[config.mk]
export PLATFORM = sky130hd
export DESIGN_NAME = data_mem_responder_flat
export DESIGN_NICKNAME = d
export VERILOG_FILES = /design/src/rtl/data_mem_responder_pkg.sv /design/src/rtl/data_mem_responder_if.sv /design/src/rtl/data_mem_responder_wb_fifo.sv /design/src/rtl/data_mem_responder.sv /design/src/flat_wrapper.sv
export SDC_FILE = /design/constraint.sdc
export NUM_CORES = 1
export LEC_CHECK = 0
export ABC_CLOCK_PERIOD_IN_PS = 4800
export BUFFER_PORTS_ARGS = -buffer_cell sky130_fd_sc_hd__buf_2
export CORE_AREA = 5 5 199 201
export CTS_CLUSTER_SIZE = 8
export DETAILED_ROUTE_END_ITERATION = 8
export DIE_AREA = 0 0 204 206
export GPL_TIMING_DRIVEN = 0
export PLACE_DENSITY_LB_ADDON = 0.2
export SYNTH_ARGS = -nofsm -noshare
export SYNTH_HDL_FRONTEND = slang
export SYNTH_SLANG_ARGS = --single-unit
export TNS_END_PERCENT = 10
[constraint.sdc]
create_clock -name clk -period 4.8 [get_ports clk]
set_clock_uncertainty 0.05 [all_clocks]
set_input_delay 0.24 -clock clk [delete_from_list [all_inputs] [get_ports clk]]
set_output_delay 0.24 -clock clk [all_outputs]
set_load 0.05 [all_outputs]
[src/rtl/data_mem_responder_pkg.sv]
// Shared types for the data-memory responder.
// FSM encoding and default write-buffer depth.
package data_mem_responder_pkg;

    typedef enum logic [1:0] {
        IDLE    = 2'd0,
        WR_WAIT = 2'd1,
        RD_WAIT = 2'd2,
        RD_DONE = 2'd3
    } state_e;

    localparam int WB_DEPTH_DEF = 4;

endpackage

[src/rtl/data_mem_responder_if.sv]
// Core-side data port plus backing-memory handshake.
// slave = responder view, master = core/memory environment view.
interface data_mem_responder_if #(
    parameter int ADDR_W = 32,
    parameter int DATA_W = 32
);
    logic              cpu_en;
    logic              cpu_we;
    logic [ADDR_W-1:0] cpu_addr;
    logic [DATA_W-1:0] cpu_wdata;
    logic [DATA_W-1:0] cpu_rdata;
    logic              cpu_stall;
    logic              mem_req;
    logic              mem_we;
    logic [ADDR_W-1:0] mem_addr;
    logic [DATA_W-1:0] mem_wdata;
    logic              mem_ack;
    logic [DATA_W-1:0] mem_rdata;

    modport slave (
        input  cpu_en, cpu_we, cpu_addr, cpu_wdata, mem_ack, mem_rdata,
        output cpu_rdata, cpu_stall, mem_req, mem_we, mem_addr, mem_wdata
    );

    modport master (
        output cpu_en, cpu_we, cpu_addr, cpu_wdata, mem_ack, mem_rdata,
        input  cpu_rdata, cpu_stall, mem_req, mem_we, mem_addr, mem_wdata
    );
endinterface

[src/rtl/data_mem_responder_wb_fifo.sv]
// In-order posted-write buffer with youngest-match lookup.
// The head stays visible to lookup until it is popped.
module data_mem_responder_wb_fifo
    import data_mem_responder_pkg::*;
#(
    parameter int DEPTH = WB_DEPTH_DEF,
    parameter int AW    = 30,
    parameter int DW    = 32
) (
    input  logic          clk,
    input  logic          rst,
    input  logic          push_i,
    input  logic [AW-1:0] push_addr_i,
    input  logic [DW-1:0] push_data_i,
    input  logic          pop_i,
    input  logic [AW-1:0] look_addr_i,
    output logic          look_hit_o,
    output logic [DW-1:0] look_data_o,
    output logic [AW-1:0] head_addr_o,
    output logic [DW-1:0] head_data_o,
    output logic          full_o,
    output logic          empty_o
);
    localparam int PW = $clog2(DEPTH);

    logic [AW-1:0] addr_q [DEPTH];
    logic [DW-1:0] data_q [DEPTH];
    logic [PW-1:0] wr_ptr_q;
    logic [PW-1:0] rd_ptr_q;
    logic [PW:0]   cnt_q;

    always_ff @(posedge clk or negedge rst) begin
        if (!rst) begin
            wr_ptr_q <= '0;
            rd_ptr_q <= '0;
            cnt_q    <= '0;
        end else begin
            if (push_i) wr_ptr_q <= wr_ptr_q + 1'b1;
            if (pop_i)  rd_ptr_q <= rd_ptr_q + 1'b1;
            cnt_q <= cnt_q + (PW+1)'(push_i) - (PW+1)'(pop_i);
        end
    end

    always_ff @(posedge clk) begin
        if (push_i) begin
            addr_q[wr_ptr_q] <= push_addr_i;
            data_q[wr_ptr_q] <= push_data_i;
        end
    end

    // Scan oldest to youngest so the last match wins.
    always_comb begin
        look_hit_o  = 1'b0;
        look_data_o = '0;
        for (int i = 0; i < DEPTH; i++) begin
            if ((PW+1)'(i) < cnt_q &&
                addr_q[rd_ptr_q + PW'(i)] == look_addr_i) begin
                look_hit_o  = 1'b1;
                look_data_o = data_q[rd_ptr_q + PW'(i)];
            end
        end
    end

    assign head_addr_o = addr_q[rd_ptr_q];
    assign head_data_o = data_q[rd_ptr_q];
    assign full_o      = (cnt_q == (PW+1)'(DEPTH));
    assign empty_o     = (cnt_q == '0);

endmodule

[src/rtl/data_mem_responder.sv]
// Data-port responder: posted write buffer, load forwarding,
// and a single-outstanding backing-memory request FSM.
module data_mem_responder
    import data_mem_responder_pkg::*;
#(
    parameter int WB_DEPTH = WB_DEPTH_DEF,
    parameter int ADDR_W   = 32,
    parameter int DATA_W   = 32
) (
    input  logic                 clk,
    input  logic                 rst,
    data_mem_responder_if.slave  bus,
    output logic                 wb_empty
);
    localparam int AW = ADDR_W - 2;

    state_e            st_q, st_d;
    logic [ADDR_W-1:0] maddr_q, maddr_d;
    logic [DATA_W-1:0] mwdata_q, mwdata_d;
    logic [DATA_W-1:0] rd_q, rd_d;
    logic [DATA_W-1:0] last_q, last_d;

    logic              is_ld, is_st, miss, deq, enq;
    logic              hit, full, empty, stall;
    logic [DATA_W-1:0] hit_data, head_data, rdata;
    logic [AW-1:0]     head_addr;
    logic              unused_lsb;

    assign unused_lsb = ^bus.cpu_addr[1:0];

    data_mem_responder_wb_fifo #(
        .DEPTH (WB_DEPTH),
        .AW    (AW),
        .DW    (DATA_W)
    ) u_wb (
        .clk         (clk),
        .rst         (rst),
        .push_i      (enq),
        .push_addr_i (bus.cpu_addr[ADDR_W-1:2]),
        .push_data_i (bus.cpu_wdata),
        .pop_i       (deq),
        .look_addr_i (bus.cpu_addr[ADDR_W-1:2]),
        .look_hit_o  (hit),
        .look_data_o (hit_data),
        .head_addr_o (head_addr),
        .head_data_o (head_data),
        .full_o      (full),
        .empty_o     (empty)
    );

    assign is_ld = bus.cpu_en & ~bus.cpu_we;
    assign is_st = bus.cpu_en &  bus.cpu_we;
    assign miss  = is_ld & ~hit;
    assign deq   = (st_q == WR_WAIT) & bus.mem_ack;
    // A slot freed this edge can take the stalled store.
    assign enq   = is_st & (~full | deq);

    always_comb begin
        st_d     = st_q;
        maddr_d  = maddr_q;
        mwdata_d = mwdata_q;
        rd_d     = rd_q;
        unique case (st_q)
            IDLE: begin
                if (miss) begin
                    st_d    = RD_WAIT;
                    maddr_d = {bus.cpu_addr[ADDR_W-1:2], 2'b00};
                end else if (!empty) begin
                    st_d     = WR_WAIT;
                    maddr_d  = {head_addr, 2'b00};
                    mwdata_d = head_data;
                end
            end
            WR_WAIT: if (bus.mem_ack) st_d = IDLE;
            RD_WAIT: begin
                if (bus.mem_ack) begin
                    st_d = RD_DONE;
                    rd_d = bus.mem_rdata;
                end
            end
            RD_DONE: st_d = IDLE;
            default: st_d = IDLE;
        endcase
    end

    always_comb begin
        stall = (is_st & full & ~deq) | (miss & (st_q != RD_DONE));
        if (st_q == RD_DONE)  rdata = rd_q;
        else if (is_ld & hit) rdata = hit_data;
        else                  rdata = last_q;
        last_d = (is_ld & ~stall) ? rdata : last_q;
    end

    always_ff @(posedge clk or negedge rst) begin
        if (!rst) begin
            st_q     <= IDLE;
            maddr_q  <= '0;
            mwdata_q <= '0;
            rd_q     <= '0;
            last_q   <= '0;
        end else begin
            st_q     <= st_d;
            maddr_q  <= maddr_d;
            mwdata_q <= mwdata_d;
            rd_q     <= rd_d;
            last_q   <= last_d;
        end
    end

    assign bus.cpu_stall = stall;
    assign bus.cpu_rdata = rdata;
    assign bus.mem_req   = (st_q == WR_WAIT) | (st_q == RD_WAIT);
    assign bus.mem_we    = (st_q == WR_WAIT);
    assign bus.mem_addr  = maddr_q;
    assign bus.mem_wdata = mwdata_q;
    assign wb_empty      = empty;

endmodule
[src/flat_wrapper.sv]
// flat-port wrapper written by rule: the top's interface ports become plain ports
module data_mem_responder_flat import data_mem_responder_pkg::*;
#(
    parameter int WB_DEPTH = WB_DEPTH_DEF,
    parameter int ADDR_W   = 32,
    parameter int DATA_W   = 32
)
  (clk, rst, wb_empty, bus_cpu_en, bus_cpu_we, bus_cpu_addr, bus_cpu_wdata, bus_mem_ack, bus_mem_rdata, bus_cpu_rdata, bus_cpu_stall, bus_mem_req, bus_mem_we, bus_mem_addr, bus_mem_wdata);
  data_mem_responder_if #(.ADDR_W(ADDR_W), .DATA_W(DATA_W)) bus_i ();
  input  logic clk;
  input  logic rst;
  output logic wb_empty;
  input wire logic [$bits(bus_i.cpu_en)-1:0] bus_cpu_en;
  input wire logic [$bits(bus_i.cpu_we)-1:0] bus_cpu_we;
  input wire logic [$bits(bus_i.cpu_addr)-1:0] bus_cpu_addr;
  input wire logic [$bits(bus_i.cpu_wdata)-1:0] bus_cpu_wdata;
  input wire logic [$bits(bus_i.mem_ack)-1:0] bus_mem_ack;
  input wire logic [$bits(bus_i.mem_rdata)-1:0] bus_mem_rdata;
  output wire logic [$bits(bus_i.cpu_rdata)-1:0] bus_cpu_rdata;
  output wire logic [$bits(bus_i.cpu_stall)-1:0] bus_cpu_stall;
  output wire logic [$bits(bus_i.mem_req)-1:0] bus_mem_req;
  output wire logic [$bits(bus_i.mem_we)-1:0] bus_mem_we;
  output wire logic [$bits(bus_i.mem_addr)-1:0] bus_mem_addr;
  output wire logic [$bits(bus_i.mem_wdata)-1:0] bus_mem_wdata;
  assign bus_i.cpu_en = bus_cpu_en;
  assign bus_i.cpu_we = bus_cpu_we;
  assign bus_i.cpu_addr = bus_cpu_addr;
  assign bus_i.cpu_wdata = bus_cpu_wdata;
  assign bus_i.mem_ack = bus_mem_ack;
  assign bus_i.mem_rdata = bus_mem_rdata;
  assign bus_cpu_rdata = bus_i.cpu_rdata;
  assign bus_cpu_stall = bus_i.cpu_stall;
  assign bus_mem_req = bus_i.mem_req;
  assign bus_mem_we = bus_i.mem_we;
  assign bus_mem_addr = bus_i.mem_addr;
  assign bus_mem_wdata = bus_i.mem_wdata;
  data_mem_responder #(.WB_DEPTH(WB_DEPTH), .ADDR_W(ADDR_W), .DATA_W(DATA_W)) u_core (.clk(clk), .rst(rst), .bus(bus_i), .wb_empty(wb_empty));
endmodule
==> impl_metrics.tcl <==
set metrics [dict create \
    cp-startpoint "u_core.u_wb.rd_ptr_q[0]" \
    yosys.area_share.simple 0.0857 \
    async_reset_ff_frac 0.352 \
    path_clk_slew_ps 50 \
    first_pass_iters 9 \
    hp-class "input pin to async pin" \
    cts_max_level 2 \
    die_w_um 204 \
    setup_viol 46 \
    cellLeakagePower_nw 10.9 \
    slew_headroom 0.217 \
    synth_cell_types 74 \
    tns_ps -9850 \
    die_h_um 206 \
    cts_root_buf "clkbuf_16" \
    layout_commonest_cell "edfxtp_1" \
    worst-r2r-setup-slack_ps -200 \
    track_usage 0.412 \
    synth_top_family_by_area "multiplexers" \
    cp_slowest_stage_delay_ps 570 \
    hold_slack_ps 235 \
    final_hold_viol_count 0 \
    tightest_slew_ps 1170 \
    synth.top_cell.area_share 0.334 \
    worstPathArrival_ps 4860 \
    fin_cells 2754 \
    maxCapViolations 0 \
    grt_max_degree 76 \
    initial_utilization 0.597 \
    grt_pass1_wl_mm 128 \
    final_nets 2316 \
    power_density_nw_per_um2 664 \
    layout-drive-gt1-share 0.376 \
    synthCells 1769 \
    crit_type "register to output port" \
    numCtsBuffers 54 \
    synth-xor-area-share 0.0424 \
    worstSetupStartpointType "register" \
    detail_route.wl_per_cell_um 32.5 \
    antenna_found_initial 1 \
    rows 71 \
    cp-endpoint "bus_cpu_rdata[23]" \
    placedCellCount 2482 \
    final_cell_mix "248 x edfxtp_1, 185 x buf_2, 135 x dfrtp_1, 114 x mux4_2, 97 x mux2_2" \
    core_um2 37400 \
    cts_max_path_buffers 3 \
    drc 20 \
    critPathSlowestCell "or4_4" \
    path_cells "buf_8 -> buf_12 -> buf_16 -> buf_12 -> buf_4 -> mux2i_4 -> mux2i_4 -> xnor2_1 -> nand4_1 -> or4_4 -> o22a_4 -> clkbuf_16 -> a311oi_4 -> buf_6 -> buf_6 -> o31ai_1 -> buf_4 -> nand2_1 -> buf_6" \
    r2r-end "u_core.bus.mem_addr[28]" \
    synth-seq-cells 383 \
    synthAdderAreaFrac 0.00762 \
    fin_crit_sh 1.07 \
    crit_fanout 9 \
    ant_nets 0 \
    setup_ws_ps -355 \
    synth-seq-area-share 0.485 \
    max_freq_mhz 194 \
    r2r-start "u_core.u_wb.rd_ptr_q[0]" \
    place.port_buffers 196 \
    final_util 0.793 \
    area_growth_pct 32.9 \
    peakVddDrop_mv 0.446 \
    hpwl_mm 59.8 \
    num_io_pins 201 \
    cts.sinks 383 \
    cpMostUsedCell "buf_6" \
    cts_tree "built" \
    muxShareOfSynthArea 0.220 \
    grt.overflow.total 0 \
    yosys.area.top_type "edfxtp_1" \
    synth-compound-area-share 0.120 \
    violations "design-rule violations, negative setup slack" \
    fin_crit_ps 5150 \
    dr_total_vias 19956 \
    drtIter0Drc 2891 \
    drv_slew 0 \
    ys.flop_type "edfxtp_1" \
    status "finished, violations left" \
    r2r_cells 17 \
    worst_setup_path_end_kind "output port" \
    yosys_warnings 0 \
    synth_area_per_cell_um2 12.6 \
    gp_congestion 0.993 \
    routed_wl_mm 89.6 \
    synth_area_um2 22300 \
    crit_required_ps 4510 \
    viasPerCell 7.25 \
    ys_top_cells_by_area "edfxtp_1 33%, dfrtp_1 15%, mux4_2 12%" \
    grt_pass1_vias 19646 \
    clk_latency_ps 610 \
    rsz0062_at_grt "yes" \
    synth_edf_count 248 \
    die-area_um2 42000 \
]
## report_power, final
group	internal, mW	total (mW)	leakage [nW]	switching, mW
Sequential	4.33	4.89	3.84	0.563
Combinational	4.39	11.2	6.36	6.83
Clock	2.14	3.61	0.741	1.46
## synth_stat cells (12+ instances only)
cell type,count
a2111oi_0,42
a211oi_1,17
a21oi_1,37
a221o_1,16
a221oi_1,16
a22o_1,13
a22oi_1,26
a31oi_1,29
and2_1,58
buf_1,26
buf_2,34
buf_4,13
clkbuf_1,78
dfrtp_1,135
edfxtp_1,248
ha_1,12
inv_1,22
mux2_2,98
mux2i_1,125
mux4_2,114
nand2_1,87
nand3_1,27
nand4_1,13
nor2_1,96
nor3_1,34
o21ai_0,58
o22ai_1,27
o31ai_1,19
xnor2_1,86
xor2_1,22
## kinds of logic (layout without fill, tap and decap cells)
family                     after synthesis  in the layout
AOI/OAI and AO/OA                      366            366
DFF                                    383            383
muxes                                  337            337
and+or+nand+nor                        377            377
other                                    1              3
xor gates and xnor gates               108            108
adders and majority gates               13             13
buffers and inverters                  184            656
## worst max-delay path: cells and delay by family, from the launching register on
kind	cells	cell delay (ps)
buf+inv	10	1650
compound gates	3	580
flops	1	380
xor+xnor	1	160
mux	2	490
simple gates	3	950
## layer usage
layer | up-vias | wire (um) | track usage
met5 | - | 13 | 0
met4 | 2 | 4190 | 0.168
met3 | 357 | 12300 | 0.126
met2 | 1802 | 40000 | 0.627
met1 | 9967 | 33100 | 0.561
li1 | 7828 | - | -
## per-stage QoR
stage / instance area, um2 / setup WS (ps) / power [mW]
floorplan: 22300 / 205 / 11.2
global placement: 23900 / -1130 / 13.9
detailed placement: 24100 / -1190 / 14.0
CTS: 28800 / -255 / 18.9
global route: 29700 / -378 / 20.3
finish: 29700 / -355 / 19.7
## layout make-up
| type | count | area, um2 |
|---|---|---|
| Clock inverter | 2 | 16.3 |
| Sequential cell | 383 | 10800 |
| Antenna cell | 1 | 2.50 |
| Clock buffer | 94 | 1540 |
| Inverter | 23 | 86.3 |
| Timing Repair Buffer | 376 | 3170 |
| Fill cell | 2110 | 7730 |
| Multi-Input combinational cell | 1203 | 12100 |
| Tap cell | 511 | 639 |
| Buffer | 161 | 1240 |
## state kept, by name, indices dropped and copies added (netlist names)
name	flops
u_core.u_wb.data_q	128
u_core.u_wb.addr_q	120
u_core.bus.mem_wdata	32
u_core.last_q	32
u_core.rd_q	32
u_core.bus.mem_addr	30
u_core.u_wb.cnt_q	3
u_core.st_q	2
u_core.u_wb.rd_ptr_q	2
u_core.u_wb.wr_ptr_q	2
## timing repair
item	in CTS	in global routing
pin swaps	66	41
hold buffers	96	0
cloned	7	3
gates resized for setup	428	122
endpoints found under the hold margin	356	0
setup buffers	46	30
endpoints found under the setup margin	127	44
## how the worst min path moves through the flow
stage / to / slack [ps] / depth (start not counted) / startpoint
global placement: u_core.u_wb.data_q[0][16] / 400 / 1 / bus_cpu_wdata[16]
finish: u_core.bus.mem_addr[27] / 230 / 2 / rst
detailed placement: u_core.bus.mem_addr[20] / 300 / 1 / rst
floorplan: u_core.bus.mem_addr[10] / -110 / 0 / rst
CTS: u_core.last_q[7] / 190 / 4 / bus_cpu_we
global route: u_core.last_q[7] / 260 / 4 / bus_cpu_we
No activity file was read; power rests on OpenSTA's default activity.
